--- src/rtl/stream_boot_ctrl_if.sv ---
// Link, memory and core handshake bundle for the boot controller.
// master = controller side, slave = host/memory/core side.
interface stream_boot_ctrl_if #(
    parameter int DATAW          = 32,
    parameter int INST_MEM_ADDRW = 12,
    parameter int CACHE_ADDRW    = 16
);
    logic [7:0]                rx_data;
    logic                      rx_valid;
    logic                      rx_ready;
    logic [7:0]                tx_data;
    logic                      tx_valid;
    logic                      tx_ready;
    logic                      cache_init_done;
    logic                      instr_we;
    logic [INST_MEM_ADDRW-1:0] instr_addr;
    logic [DATAW-1:0]          instr_data;
    logic                      cache_we;
    logic                      cache_re;
    logic [CACHE_ADDRW-1:0]    cache_addr;
    logic [DATAW-1:0]          cache_wdata;
    logic                      cache_wready;
    logic [DATAW-1:0]          cache_rdata;
    logic                      cache_valid;
    logic                      core_exec_done;
    logic [CACHE_ADDRW:0]      result_words;
    logic                      core_clk_en;
    logic                      err;

    modport master (
        input  rx_data, rx_valid, tx_ready, cache_init_done, cache_wready,
               cache_rdata, cache_valid, core_exec_done, result_words,
        output rx_ready, tx_data, tx_valid, instr_we, instr_addr, instr_data,
               cache_we, cache_re, cache_addr, cache_wdata, core_clk_en, err
    );

    modport slave (
        output rx_data, rx_valid, tx_ready, cache_init_done, cache_wready,
               cache_rdata, cache_valid, core_exec_done, result_words,
        input  rx_ready, tx_data, tx_valid, instr_we, instr_addr, instr_data,
               cache_we, cache_re, cache_addr, cache_wdata, core_clk_en, err
    );
endinterface

--- src/rtl/stream_boot_ctrl.sv ---
// Boot controller: loads length-prefixed instruction/data images from the byte
// link, verifies a byte checksum, runs the core and streams back the result region.
module stream_boot_ctrl #(
    parameter int DATAW          = 32,
    parameter int INST_MEM_ADDRW = 12,
    parameter int CACHE_ADDRW    = 16
) (
    input  logic               i_clk,
    input  logic               i_rst,
    stream_boot_ctrl_if.master io_link
);
    localparam int BPW  = DATAW / 8;
    localparam int IDXW = ((INST_MEM_ADDRW > CACHE_ADDRW) ? INST_MEM_ADDRW : CACHE_ADDRW) + 1;
    localparam int BCW  = $clog2(BPW + 4) + 1;
    localparam logic [BCW-1:0] LAST_WBYTE = BCW'(BPW - 1);
    localparam logic [BCW-1:0] LAST_CBYTE = BCW'(3);
    localparam logic [32:0]    I_LIMIT    = 33'd1 << INST_MEM_ADDRW;
    localparam logic [32:0]    D_LIMIT    = 33'd1 << CACHE_ADDRW;
    localparam logic [7:0]     TOK_RDY    = 8'h99;
    localparam logic [7:0]     TOK_ACK    = 8'haa;
    localparam logic [7:0]     TOK_END    = 8'h55;
    localparam logic [7:0]     TOK_ERR    = 8'hee;

    typedef enum logic [3:0] {
        ST_INIT, ST_SEND_RDY, ST_RX_ICNT, ST_RX_IWORD, ST_RX_DCNT, ST_RX_DWORD,
        ST_DWRITE, ST_RX_CSUM, ST_SEND_ACK, ST_RUN, ST_DUMP_WAIT, ST_DUMP_TX,
        ST_SEND_END, ST_DONE, ST_SEND_ERR, ST_ERR
    } state_t;

    state_t                    r_state;
    logic                      r_rx_ready;
    logic                      r_tx_valid;
    logic [7:0]                r_tx_data;
    logic                      r_instr_we;
    logic [INST_MEM_ADDRW-1:0] r_instr_addr;
    logic [DATAW-1:0]          r_instr_data;
    logic                      r_cache_we;
    logic                      r_cache_re;
    logic [CACHE_ADDRW-1:0]    r_cache_addr;
    logic [DATAW-1:0]          r_cache_wdata;
    logic                      r_core_clk_en;
    logic                      r_err;
    logic [31:0]               r_cnt;
    logic [DATAW-1:0]          r_shift;
    logic [BCW-1:0]            r_bcnt;
    logic [IDXW-1:0]           r_idx;
    logic [IDXW-1:0]           r_total;
    logic [7:0]                r_csum;

    logic                      w_rx_fire;
    logic                      w_tx_fire;
    logic [31:0]               w_cnt;
    logic [DATAW-1:0]          w_word;
    logic [DATAW-1:0]          w_shift_nx;
    logic [IDXW-1:0]           w_idx_inc;
    logic                      w_idx_last;

    // Bytes arrive LSB first, so each new byte enters at the top of the shifter.
    assign w_rx_fire  = r_rx_ready & io_link.rx_valid;
    assign w_tx_fire  = r_tx_valid & io_link.tx_ready;
    assign w_cnt      = {io_link.rx_data, r_cnt[31:8]};
    assign w_word     = (r_shift >> 8) | (DATAW'(io_link.rx_data) << (DATAW - 8));
    assign w_shift_nx = r_shift >> 8;
    assign w_idx_inc  = r_idx + IDXW'(1);
    assign w_idx_last = (w_idx_inc == r_total);

    // Boot sequencer with all outputs registered.
    always_ff @(posedge i_clk or negedge i_rst) begin
        if (!i_rst) begin
            r_state       <= ST_INIT;
            r_rx_ready    <= 1'b0;
            r_tx_valid    <= 1'b0;
            r_tx_data     <= 8'h00;
            r_instr_we    <= 1'b0;
            r_instr_addr  <= {INST_MEM_ADDRW{1'b0}};
            r_instr_data  <= {DATAW{1'b0}};
            r_cache_we    <= 1'b0;
            r_cache_re    <= 1'b0;
            r_cache_addr  <= {CACHE_ADDRW{1'b0}};
            r_cache_wdata <= {DATAW{1'b0}};
            r_core_clk_en <= 1'b0;
            r_err         <= 1'b0;
            r_cnt         <= 32'h0;
            r_shift       <= {DATAW{1'b0}};
            r_bcnt        <= {BCW{1'b0}};
            r_idx         <= {IDXW{1'b0}};
            r_total       <= {IDXW{1'b0}};
            r_csum        <= 8'h00;
        end else begin
            r_instr_we <= 1'b0;
            r_cache_re <= 1'b0;
            if (w_rx_fire && (r_state != ST_RX_CSUM)) begin
                r_csum <= r_csum + io_link.rx_data;
            end
            case (r_state)
                ST_INIT: begin
                    if (io_link.cache_init_done) begin
                        r_tx_valid <= 1'b1;
                        r_tx_data  <= TOK_RDY;
                        r_state    <= ST_SEND_RDY;
                    end
                end
                ST_SEND_RDY: begin
                    if (w_tx_fire) begin
                        r_tx_valid <= 1'b0;
                        r_rx_ready <= 1'b1;
                        r_bcnt     <= {BCW{1'b0}};
                        r_idx      <= {IDXW{1'b0}};
                        r_csum     <= 8'h00;
                        r_state    <= ST_RX_ICNT;
                    end
                end
                ST_RX_ICNT, ST_RX_DCNT: begin
                    if (w_rx_fire) begin
                        r_cnt  <= w_cnt;
                        r_bcnt <= r_bcnt + BCW'(1);
                        if (r_bcnt == LAST_CBYTE) begin
                            r_bcnt  <= {BCW{1'b0}};
                            r_idx   <= {IDXW{1'b0}};
                            r_total <= IDXW'(w_cnt);
                            if (33'(w_cnt) > ((r_state == ST_RX_ICNT) ? I_LIMIT : D_LIMIT)) begin
                                r_rx_ready <= 1'b0;
                                r_err      <= 1'b1;
                                r_tx_valid <= 1'b1;
                                r_tx_data  <= TOK_ERR;
                                r_state    <= ST_SEND_ERR;
                            end else if (r_state == ST_RX_ICNT) begin
                                r_state <= (w_cnt == 32'h0) ? ST_RX_DCNT : ST_RX_IWORD;
                            end else begin
                                r_state <= (w_cnt == 32'h0) ? ST_RX_CSUM : ST_RX_DWORD;
                            end
                        end
                    end
                end
                ST_RX_IWORD: begin
                    if (w_rx_fire) begin
                        r_shift <= w_word;
                        r_bcnt  <= r_bcnt + BCW'(1);
                        if (r_bcnt == LAST_WBYTE) begin
                            r_bcnt       <= {BCW{1'b0}};
                            r_instr_we   <= 1'b1;
                            r_instr_addr <= r_idx[INST_MEM_ADDRW-1:0];
                            r_instr_data <= w_word;
                            r_idx        <= w_idx_last ? {IDXW{1'b0}} : w_idx_inc;
                            r_state      <= w_idx_last ? ST_RX_DCNT : ST_RX_IWORD;
                        end
                    end
                end
                ST_RX_DWORD: begin
                    if (w_rx_fire) begin
                        r_shift <= w_word;
                        r_bcnt  <= r_bcnt + BCW'(1);
                        if (r_bcnt == LAST_WBYTE) begin
                            r_bcnt        <= {BCW{1'b0}};
                            r_rx_ready    <= 1'b0;
                            r_cache_we    <= 1'b1;
                            r_cache_addr  <= r_idx[CACHE_ADDRW-1:0];
                            r_cache_wdata <= w_word;
                            r_state       <= ST_DWRITE;
                        end
                    end
                end
                ST_DWRITE: begin
                    if (io_link.cache_wready) begin
                        r_cache_we <= 1'b0;
                        r_rx_ready <= 1'b1;
                        r_idx      <= w_idx_last ? {IDXW{1'b0}} : w_idx_inc;
                        r_state    <= w_idx_last ? ST_RX_CSUM : ST_RX_DWORD;
                    end
                end
                ST_RX_CSUM: begin
                    if (w_rx_fire) begin
                        r_rx_ready <= 1'b0;
                        r_tx_valid <= 1'b1;
                        if (io_link.rx_data == r_csum) begin
                            r_tx_data <= TOK_ACK;
                            r_state   <= ST_SEND_ACK;
                        end else begin
                            r_err     <= 1'b1;
                            r_tx_data <= TOK_ERR;
                            r_state   <= ST_SEND_ERR;
                        end
                    end
                end
                ST_SEND_ACK: begin
                    if (w_tx_fire) begin
                        r_tx_valid    <= 1'b0;
                        r_core_clk_en <= 1'b1;
                        r_state       <= ST_RUN;
                    end
                end
                // The first read is issued on the same edge the core stops, so they never overlap.
                ST_RUN: begin
                    if (io_link.core_exec_done) begin
                        r_core_clk_en <= 1'b0;
                        r_total       <= IDXW'(io_link.result_words);
                        r_idx         <= {IDXW{1'b0}};
                        if (io_link.result_words == {(CACHE_ADDRW + 1){1'b0}}) begin
                            r_tx_valid <= 1'b1;
                            r_tx_data  <= TOK_END;
                            r_state    <= ST_SEND_END;
                        end else begin
                            r_cache_re   <= 1'b1;
                            r_cache_addr <= {CACHE_ADDRW{1'b0}};
                            r_state      <= ST_DUMP_WAIT;
                        end
                    end
                end
                ST_DUMP_WAIT: begin
                    if (io_link.cache_valid && !r_cache_re) begin
                        r_shift    <= io_link.cache_rdata;
                        r_tx_data  <= io_link.cache_rdata[7:0];
                        r_tx_valid <= 1'b1;
                        r_bcnt     <= {BCW{1'b0}};
                        r_state    <= ST_DUMP_TX;
                    end
                end
                ST_DUMP_TX: begin
                    if (w_tx_fire) begin
                        if (r_bcnt == LAST_WBYTE) begin
                            r_bcnt <= {BCW{1'b0}};
                            if (w_idx_last) begin
                                r_tx_data <= TOK_END;
                                r_state   <= ST_SEND_END;
                            end else begin
                                r_tx_valid   <= 1'b0;
                                r_idx        <= w_idx_inc;
                                r_cache_re   <= 1'b1;
                                r_cache_addr <= w_idx_inc[CACHE_ADDRW-1:0];
                                r_state      <= ST_DUMP_WAIT;
                            end
                        end else begin
                            r_bcnt    <= r_bcnt + BCW'(1);
                            r_shift   <= w_shift_nx;
                            r_tx_data <= w_shift_nx[7:0];
                        end
                    end
                end
                ST_SEND_END: begin
                    if (w_tx_fire) begin
                        r_tx_valid <= 1'b0;
                        r_state    <= ST_DONE;
                    end
                end
                ST_SEND_ERR: begin
                    if (w_tx_fire) begin
                        r_tx_valid <= 1'b0;
                        r_state    <= ST_ERR;
                    end
                end
                ST_DONE, ST_ERR: begin
                    r_state <= r_state;
                end
                default: begin
                    r_rx_ready    <= 1'b0;
                    r_tx_valid    <= 1'b0;
                    r_cache_we    <= 1'b0;
                    r_core_clk_en <= 1'b0;
                    r_state       <= ST_INIT;
                end
            endcase
        end
    end

    assign io_link.rx_ready    = r_rx_ready;
    assign io_link.tx_valid    = r_tx_valid;
    assign io_link.tx_data     = r_tx_data;
    assign io_link.instr_we    = r_instr_we;
    assign io_link.instr_addr  = r_instr_addr;
    assign io_link.instr_data  = r_instr_data;
    assign io_link.cache_we    = r_cache_we;
    assign io_link.cache_re    = r_cache_re;
    assign io_link.cache_addr  = r_cache_addr;
    assign io_link.cache_wdata = r_cache_wdata;
    assign io_link.core_clk_en = r_core_clk_en;
    assign io_link.err         = r_err;
endmodule

--- src/flat_wrapper.sv ---
// flat-port wrapper written by rule: the top's interface ports become plain ports
module stream_boot_ctrl_flat 
#(
    parameter int DATAW          = 32,
    parameter int INST_MEM_ADDRW = 12,
    parameter int CACHE_ADDRW    = 16
)
  (i_clk, i_rst, io_link_rx_data, io_link_rx_valid, io_link_tx_ready, io_link_cache_init_done, io_link_cache_wready, io_link_cache_rdata, io_link_cache_valid, io_link_core_exec_done, io_link_result_words, io_link_rx_ready, io_link_tx_data, io_link_tx_valid, io_link_instr_we, io_link_instr_addr, io_link_instr_data, io_link_cache_we, io_link_cache_re, io_link_cache_addr, io_link_cache_wdata, io_link_core_clk_en, io_link_err);
  stream_boot_ctrl_if #(.DATAW(DATAW), .INST_MEM_ADDRW(INST_MEM_ADDRW), .CACHE_ADDRW(CACHE_ADDRW)) io_link_i ();
  input  logic i_clk;
  input  logic i_rst;
  input wire logic [$bits(io_link_i.rx_data)-1:0] io_link_rx_data;
  input wire logic [$bits(io_link_i.rx_valid)-1:0] io_link_rx_valid;
  input wire logic [$bits(io_link_i.tx_ready)-1:0] io_link_tx_ready;
  input wire logic [$bits(io_link_i.cache_init_done)-1:0] io_link_cache_init_done;
  input wire logic [$bits(io_link_i.cache_wready)-1:0] io_link_cache_wready;
  input wire logic [$bits(io_link_i.cache_rdata)-1:0] io_link_cache_rdata;
  input wire logic [$bits(io_link_i.cache_valid)-1:0] io_link_cache_valid;
  input wire logic [$bits(io_link_i.core_exec_done)-1:0] io_link_core_exec_done;
  input wire logic [$bits(io_link_i.result_words)-1:0] io_link_result_words;
  output wire logic [$bits(io_link_i.rx_ready)-1:0] io_link_rx_ready;
  output wire logic [$bits(io_link_i.tx_data)-1:0] io_link_tx_data;
  output wire logic [$bits(io_link_i.tx_valid)-1:0] io_link_tx_valid;
  output wire logic [$bits(io_link_i.instr_we)-1:0] io_link_instr_we;
  output wire logic [$bits(io_link_i.instr_addr)-1:0] io_link_instr_addr;
  output wire logic [$bits(io_link_i.instr_data)-1:0] io_link_instr_data;
  output wire logic [$bits(io_link_i.cache_we)-1:0] io_link_cache_we;
  output wire logic [$bits(io_link_i.cache_re)-1:0] io_link_cache_re;
  output wire logic [$bits(io_link_i.cache_addr)-1:0] io_link_cache_addr;
  output wire logic [$bits(io_link_i.cache_wdata)-1:0] io_link_cache_wdata;
  output wire logic [$bits(io_link_i.core_clk_en)-1:0] io_link_core_clk_en;
  output wire logic [$bits(io_link_i.err)-1:0] io_link_err;
  assign io_link_i.rx_data = io_link_rx_data;
  assign io_link_i.rx_valid = io_link_rx_valid;
  assign io_link_i.tx_ready = io_link_tx_ready;
  assign io_link_i.cache_init_done = io_link_cache_init_done;
  assign io_link_i.cache_wready = io_link_cache_wready;
  assign io_link_i.cache_rdata = io_link_cache_rdata;
  assign io_link_i.cache_valid = io_link_cache_valid;
  assign io_link_i.core_exec_done = io_link_core_exec_done;
  assign io_link_i.result_words = io_link_result_words;
  assign io_link_rx_ready = io_link_i.rx_ready;
  assign io_link_tx_data = io_link_i.tx_data;
  assign io_link_tx_valid = io_link_i.tx_valid;
  assign io_link_instr_we = io_link_i.instr_we;
  assign io_link_instr_addr = io_link_i.instr_addr;
  assign io_link_instr_data = io_link_i.instr_data;
  assign io_link_cache_we = io_link_i.cache_we;
  assign io_link_cache_re = io_link_i.cache_re;
  assign io_link_cache_addr = io_link_i.cache_addr;
  assign io_link_cache_wdata = io_link_i.cache_wdata;
  assign io_link_core_clk_en = io_link_i.core_clk_en;
  assign io_link_err = io_link_i.err;
  stream_boot_ctrl #(.DATAW(DATAW), .INST_MEM_ADDRW(INST_MEM_ADDRW), .CACHE_ADDRW(CACHE_ADDRW)) u_core (.i_clk(i_clk), .i_rst(i_rst), .io_link(io_link_i));
endmodule
--- config.mk ---
export PLATFORM = sky130hd
export DESIGN_NAME = stream_boot_ctrl_flat
export DESIGN_NICKNAME = d
export VERILOG_FILES = /design/src/rtl/stream_boot_ctrl_if.sv /design/src/rtl/stream_boot_ctrl.sv /design/src/flat_wrapper.sv
export SDC_FILE = /design/constraint.sdc
export NUM_CORES = 1
export LEC_CHECK = 0
export BUFFER_PORTS_ARGS = -buffer_cell sky130_fd_sc_hd__buf_2
export CAP_MARGIN = 20
export CORE_MARGIN = 2
export CORE_UTILIZATION = 57
export CTS_CLUSTER_DIAMETER = 40
export DETAILED_ROUTE_END_ITERATION = 7
export PLACE_DENSITY = 0.87
export SETUP_SLACK_MARGIN = 0.4
export SLEW_MARGIN = 20
export SYNTH_ARGS = -nofsm -noshare
export SYNTH_HDL_FRONTEND = slang
export SYNTH_SLANG_ARGS = --single-unit
export TNS_END_PERCENT = 100
--- constraint.sdc ---
create_clock -name i_clk -period 4.4 [get_ports i_clk]
set_input_delay 0.44 -clock i_clk [delete_from_list [all_inputs] [get_ports i_clk]]
set_output_delay 0.44 -clock i_clk [all_outputs]
set_load 0.02 [all_outputs]
==> flow_summary.yaml, run 1 <==
setup_path:
  startpoint_type: "flip-flop"
  rr_endpoint: "u_core.r_idx[5]"
  arrival_ns: 4.21
  required_ns: 4.83
  rr_worst_depth: 10
  rr_startpoint: "u_core.r_idx[0]"
  end_kind: "flip-flop"
  ff2ff_setup_slack_ns: 0.62
  path_class: "reg -> reg"
  crit_fanout: 11
drt:
  ant_nets: 0
  drt-total-wl_mm: 31.8
  firstDrtPassIters: 6
  drt_iter0_drc: 1027
  wl_per_cell_um: 20.5
  vias_per_cell: 6.29
  via_count: 9750
  drc: 0
sta:
  fin_worst_skew_ns: 0.00952
  period_minus_slack_ns: 3.78
  finalHoldViolCount: 27
  finalSetupViolations: 0
  rsz0062_at_grt: "false"
  slew_headroom_pct: 29.5
  holdWs_ns: -0.0339
  setup_tns_ns: 0
  slew_violations: 0
  worst_pin_slew_ns: 1.05
  fin_crit_sh_pct: 85.9
  fmax_mhz: 265
min_path:
  hp-class: "in -> async"
synthesis:
  ys_types: 75
  yosysWarningCount: 0
  ys_ff_latch: 205
  async_flop_share_pct: 100
  synth_top_area_share_pct: 47.1
  synth_enable_flop_cells: 0
  synth_ff_type: "dfrtp_1"
  syn_avg_cell_area_sq_um: 9.59
  syn_nets: 1214
  netlist_area_sq_um: 10900
  synth_area_leader_cell: "dfrtp_1"
  synthTopCellsByCount: "nand2_1 (234), dfrtp_1 (205), nor2_1 (74), mux2_2 (70), o21ai_0 (66)"
  yosysMostFrequentCell: "nand2_1"
  seq_area_frac_synth_pct: 47.1
  synthTopCellsByArea: "dfrtp_1 (47%), nand2_1 (8.1%), mux2_2 (7.2%), mux2i_1 (3.9%), o21ai_0 (3.0%)"
  syn_inst: 1135
grt:
  grt_max_degree: 101
  grt_pass1_vias: 9597
  antenna_found_initial: 0
  grt_pass1_wl_mm: 50.7
  overflow: 0
  grt_use_total_pct: 31.5
floorplan:
  dieArea_sq_um: 20200
  start_util_pct: 58.2
  placementRows: 50
  die_h_um: 142
  core_sq_um: 18700
  die_x_um: 142
  io-pin-count: 172
cts:
  cts_sinks: 205
  path_clk_slew_ns: 0.06
  cts_buffers: 29
  clk_latency_ns: 0.55
  htree_levels: 1
  cts_hold_buf: 0
  clockBufferDepth: 3
  root_buffer: "clkbuf_16"
  cts_tree: "built"
job:
  cap_violations: 0
pwr:
  leakagePower_nw: 6.38
  vdd_drop_max_v: 0.000368
  p_per_area_nw_per_um2: 643
outcome:
  status: "finished with violations"
  violations: "hold timing"
place:
  io_buffer_count: 171
  place_area_sq_um: 12000
  place_congestion: 1.01
  dpl.hpwl_mm: 22.1
cells_and_area:
  nFillCells: 1327
  synthToLayoutAreaGrowth_pct: 19.3
  final_area_sq_um: 13000
  drive_gt1_share_pct: 26.6
  nets: 1371
## final cells by class
class / count / area (sq um) / area share (%)
Clock inverter: 18 / 175 / 1.35
Clock buffer: 36 / 792 / 6.10
Sequential cell: 205 / 5130 / 39.5
Antenna cell: 1 / 2.50 / 0.0193
Inverter: 12 / 45.0 / 0.347
Multi-Input combinational cell: 844 / 5450 / 41.9
Tap cell: 234 / 293 / 2.26
Timing Repair Buffer: 200 / 1100 / 8.46
## routing by layer
layer  global-route usage [%]  routed length [um]  share of wire [%]  vias to the layer above
li1                         -                   -                  -                     4386
met3                     5.65                2600                8.2                       99
met4                     11.8                1250                3.9                        0
met1                     41.5               12600                 40                     4738
met2                     52.4               15300                 48                      527
met5                        0                   0                  0                        -
## critical path, cell delays in order, from the launching register on
cell and delay [ns]:
dfrtp_1 0.52, ha_2 0.37, nand3_1 0.25, or3_1 0.56
or4_1 0.51, a211o_1 0.31, and2_1 0.20, nor3b_4 0.18
buf_4 0.21, mux2_1 0.33, a31o_1 0.21
## worst max path at each step
stage                                from                             to  cells past startpoint
final                     u_core.r_idx[0]                u_core.r_idx[5]                     10
after global routing      u_core.r_idx[0]               u_core.r_idx[16]                      9
after CTS                 u_core.r_idx[0]                u_core.r_idx[5]                     10
after detailed placement  u_core.r_idx[0]  u_core.io_link.cache_addr[15]                      9
after global placement    u_core.r_idx[0]   u_core.io_link.cache_addr[3]                      9
after floorplan           u_core.r_idx[1]                u_core.r_idx[5]                     10
## logic make-up (layout without fill, tap and decap cells)
logic type / count (synthesis) / after routing / synth area share [%]
AND/OR/NAND/NOR: 431 / 431 / 17.7
adder cells (fa/ha/maj): 14 / 14 / 1.68
other: 0 / 1 / 0
multiplexers: 124 / 124 / 12.7
XOR/XNOR: 27 / 27 / 2.30
AO/OA/AOI/OAI: 248 / 248 / 15.3
flip-flops: 205 / 205 / 47.1
buffers and inverters: 86 / 266 / 3.17
## stage by stage
| step | utilization [%] | std cells | hold WS, ns | setup WS [ns] | power, mW |
|---|---|---|---|---|---|
| 6_report | 69.4 | 1550 | -0.0339 | 0.621 | 8.35 |
| 5_1_grt | 69.4 | 1549 | 0.0395 | 0.409 | 8.80 |
| 4_1_cts | 69.3 | 1547 | 0.0148 | 0.447 | 8.28 |
| 3_5_place_dp | 64.1 | 1493 | 0.442 | 0.315 | 5.98 |
| 3_3_place_gp | 64.1 | 1493 | 0.437 | 0.431 | 5.89 |
| 2_1_floorplan | - | 1135 | 0.144 | 1.32 | 5.05 |
## flip-flops by register name, indices dropped and copies added, names as in the netlist, 4 cells and up
name / count
u_core.io_link.cache_wdata: 32
u_core.io_link.instr_data: 32
u_core.r_cnt: 24
u_core.r_shift: 24
u_core.r_idx: 17
u_core.r_total: 17
u_core.io_link.cache_addr: 16
u_core.io_link.instr_addr: 12
u_core.io_link.tx_data: 8
u_core.r_csum: 8
u_core.r_bcnt: 4
u_core.r_state: 4
## report_power, final
| group | internal, mW | switching (mW) |
|---|---|---|
| sequential | 2.32 | 0.555 |
| clock | 1.36 | 0.910 |
| combinational | 1.30 | 1.89 |
## what timing repair did
action                                  4_1_cts  5_1_grt
endpoints found under the setup margin       16       43
setup buffers                                 0        1
gates resized for setup                       1        1
## placed cells by master (no fill, tap or decap), types with 4 or more instances in the layout
master,instances
o21ai_1,6
o22ai_1,8
o31ai_1,22
mux2i_1,42
nor4_1,20
o41ai_1,7
nand2b_1,11
nor2_1,73
o21ai_0,66
xnor2_1,22
clkbuf_16,29
inv_1,10
or4_1,4
and3_1,4
a211oi_1,6
and2_1,5
nand3_1,24
nor3_1,16
o21bai_1,7
a21o_1,9
clkbuf_8,5
a22o_1,4
mux2_2,70
o41a_1,6
nor2b_1,6
clkinvlp_4,7
buf_2,170
a21oi_1,45
a22oi_1,14
mux2_4,10
buf_4,27
dfrtp_1,205
xor2_1,4
nand2_1,234
ha_1,12
nand4_1,15
Power figures use the tool's default switching activity.
==> inputs of run 2 (changes only) <==
--- a/config.mk
+++ b/config.mk
@@ -5,12 +5,12 @@
 export SDC_FILE = /design/constraint.sdc
 export NUM_CORES = 1
 export LEC_CHECK = 0
-export BUFFER_PORTS_ARGS = -buffer_cell sky130_fd_sc_hd__buf_2
 export CAP_MARGIN = 20
 export CORE_MARGIN = 2
-export CORE_UTILIZATION = 57
+export CORE_UTILIZATION = 64
 export CTS_CLUSTER_DIAMETER = 40
 export DETAILED_ROUTE_END_ITERATION = 7
+export DONT_BUFFER_PORTS = 1
 export PLACE_DENSITY = 0.87
 export SETUP_SLACK_MARGIN = 0.4
 export SLEW_MARGIN = 20
==> run 2 against run 1 <==
- the flow still finishes with violations (hold timing)
- global-route usage increased by 2.1 points
- sequential cell count unchanged
- clock power increased by 5%
- worst setup slack improved by 0.0022 ns
- sequential share of layout area increased by 2.4 points
- routed wire length decreased by 4.7%
- register-to-register slack about the same
- worst hold slack got worse by 0.39 ns
- clock skew increased by 0.0087 ns
- combinational power decreased by 12%
- core utilization increased by 4.4 points
- largest power group is now sequential cells
==> flow_summary.yaml, run 2 (same netlist as run 1, synthesis figures left out) <==
setup_path:
  path_class: "reg -> reg"
  crit_fanout: 16
  end_kind: "flip-flop"
  crit_chain: "ha_2 > nand3_2 > or3_1 > or4_1 > a211o_1 > a21bo_2 > o21ai_4 > a21oi_4 > mux2_4"
  cpLargestDelayFamily: "simple AND/OR/NAND/NOR gates"
  cp_num_buf_inv: 0
  cp_slowest_stage_delay_ns: 0.57
  slowest_stage: "or3_1"
  arrival_ns: 4.22
  startpoint_type: "flip-flop"
  required_ns: 4.84
cells_and_area:
  nets: 1207
  utilization_pct: 73.8
  seqCellArea_sq_um: 5130
  final_area_sq_um: 12200
  fin_cells: 1369
  multi_input_area_sq_um: 5460
  nFillCells: 1173
  drive_gt1_share_pct: 15.5
  antenna_cells: 0
  synthToLayoutAreaGrowth_pct: 12.4
  layout_common_cells: "nand2_1 (234), dfrtp_1 (205), nor2_1 (73)"
  final_common_cell: "nand2_1"
min_path:
  hp-class: "in -> async"
grt:
  grt_max_degree: 206
  antenna_found_initial: 0
  grt_use_total_pct: 33.6
  overflow: 0
  grt_pass1_vias: 8937
  grt_pass1_wl_mm: 48.2
cts:
  cts_tree: "built"
  clk_latency_ns: 0.57
  root_buffer: "clkbuf_16"
  path_clk_slew_ns: 0.06
  cts_hold_buf: 9
  clockBufferDepth: 3
  htree_levels: 1
  cts_buffers: 30
  cts_sinks: 205
drt:
  via_count: 9097
  drt-total-wl_mm: 30.3
  wl_per_cell_um: 22.1
  drc: 0
  ant_nets: 0
  drt_iter0_drc: 1246
  vias_per_cell: 6.64
  firstDrtPassIters: 5
sta:
  holdWs_ns: -0.423
  fmax_mhz: 265
  fin_worst_skew_ns: 0.0182
  slew_violations: 0
  finalHoldViolCount: 205
  worst_pin_slew_ns: 0.991
  period_minus_slack_ns: 3.78
  finalWorstSetupSlack_ns: 0.623
  rsz0062_at_grt: "false"
  fin_crit_sh_pct: 85.8
  finalSetupViolations: 0
  slew_headroom_pct: 33.4
  setup_tns_ns: 0
floorplan:
  die_x_um: 134
  io-pin-count: 172
  core_sq_um: 16600
  start_util_pct: 65.6
  dieArea_sq_um: 18100
  die_h_um: 134
  placementRows: 47
job:
  cap_violations: 0
pwr:
  vdd_drop_max_v: 0.000429
  leakagePower_nw: 5.63
  p_per_area_nw_per_um2: 676
place:
  dp.cells: 1304
  place_area_sq_um: 11100
  io_buffer_count: 0
  place_congestion: 1.00
  dpl_worst_slack_ns: 0.157
  dpl.hpwl_mm: 20.3
outcome:
  violations: "hold timing"
  status: "finished with violations"
## run 2: cell types whose count changed in the layout (fill, tap and decap cells not counted), sizes merged, moves of 2 or more
| cell | before | now |
|---|---|---|
| clkinv | 6 | 8 |
| dlygate4sd3 | 0 | 9 |
| clkbuf | 37 | 34 |
| buf | 199 | 26 |
| inv | 16 | 18 |
| clkinvlp | 7 | 3 |
## run 2: through the flow
step | hold WS [ns] | power [mW]
after floorplan | 0.144 | 5.05
after detailed placement | 0.150 | 5.76
after global routing | -0.430 | 8.69
final | -0.423 | 8.27
after global placement | 0.150 | 5.66
after CTS | -0.434 | 8.19
## run 2: timing repair
item | in CTS | in global routing
resized for setup | 2 | 2
buffers inserted | 0 | 3
hold endpoints to repair | 214 | 205
pin swaps | 0 | 2
setup endpoints to repair | 19 | 45
## run 2: worst paths after layout
| path | depth (start not counted) | end | startpoint | slack, ns |
|---|---|---|---|---|
| max | 9 | u_core.io_link.cache_addr[8] | u_core.r_idx[0] | 0.62 |
| min | 0 | u_core.r_idx[13] | i_rst | -0.42 |
| max reg2reg | 9 | u_core.io_link.cache_addr[8] | u_core.r_idx[0] | 0.62 |
| min reg2reg | 2 | u_core.r_cnt[12] | u_core.r_cnt[12] | 0.53 |
| max in group asynchronous | 0 | u_core.r_total[13] | i_rst | 4.45 |
| min in group i_clk | 1 | u_core.io_link.cache_wdata[30] | io_link_rx_data[6] | 0.02 |
## run 2: routing by layer
layer / up-vias / track usage (%) / share of wire, %
li1: 4053 / - / -
met1: 4423 / 45.4 / 40
met2: 543 / 53.5 / 47
met3: 78 / 8.77 / 11
met4: 0 / 10.5 / 2.7
met5: - / 0 / 0
## run 2: final cells by class
cell class | instances | share of cell area (%)
multi-input cells | 844 | 44.6
flip-flops and latches | 205 | 41.9
clock buffers | 34 | 6.51
repair buffers | 35 | 2.54
well taps | 220 | 2.25
clock inverters | 19 | 1.80
inverters | 12 | 0.368
## run 2: power breakdown
group	total [mW]	internal [mW]	switching (mW)
clock	2.39	1.44	0.943
combinational	2.83	1.22	1.61
sequential	3.05	2.32	0.734
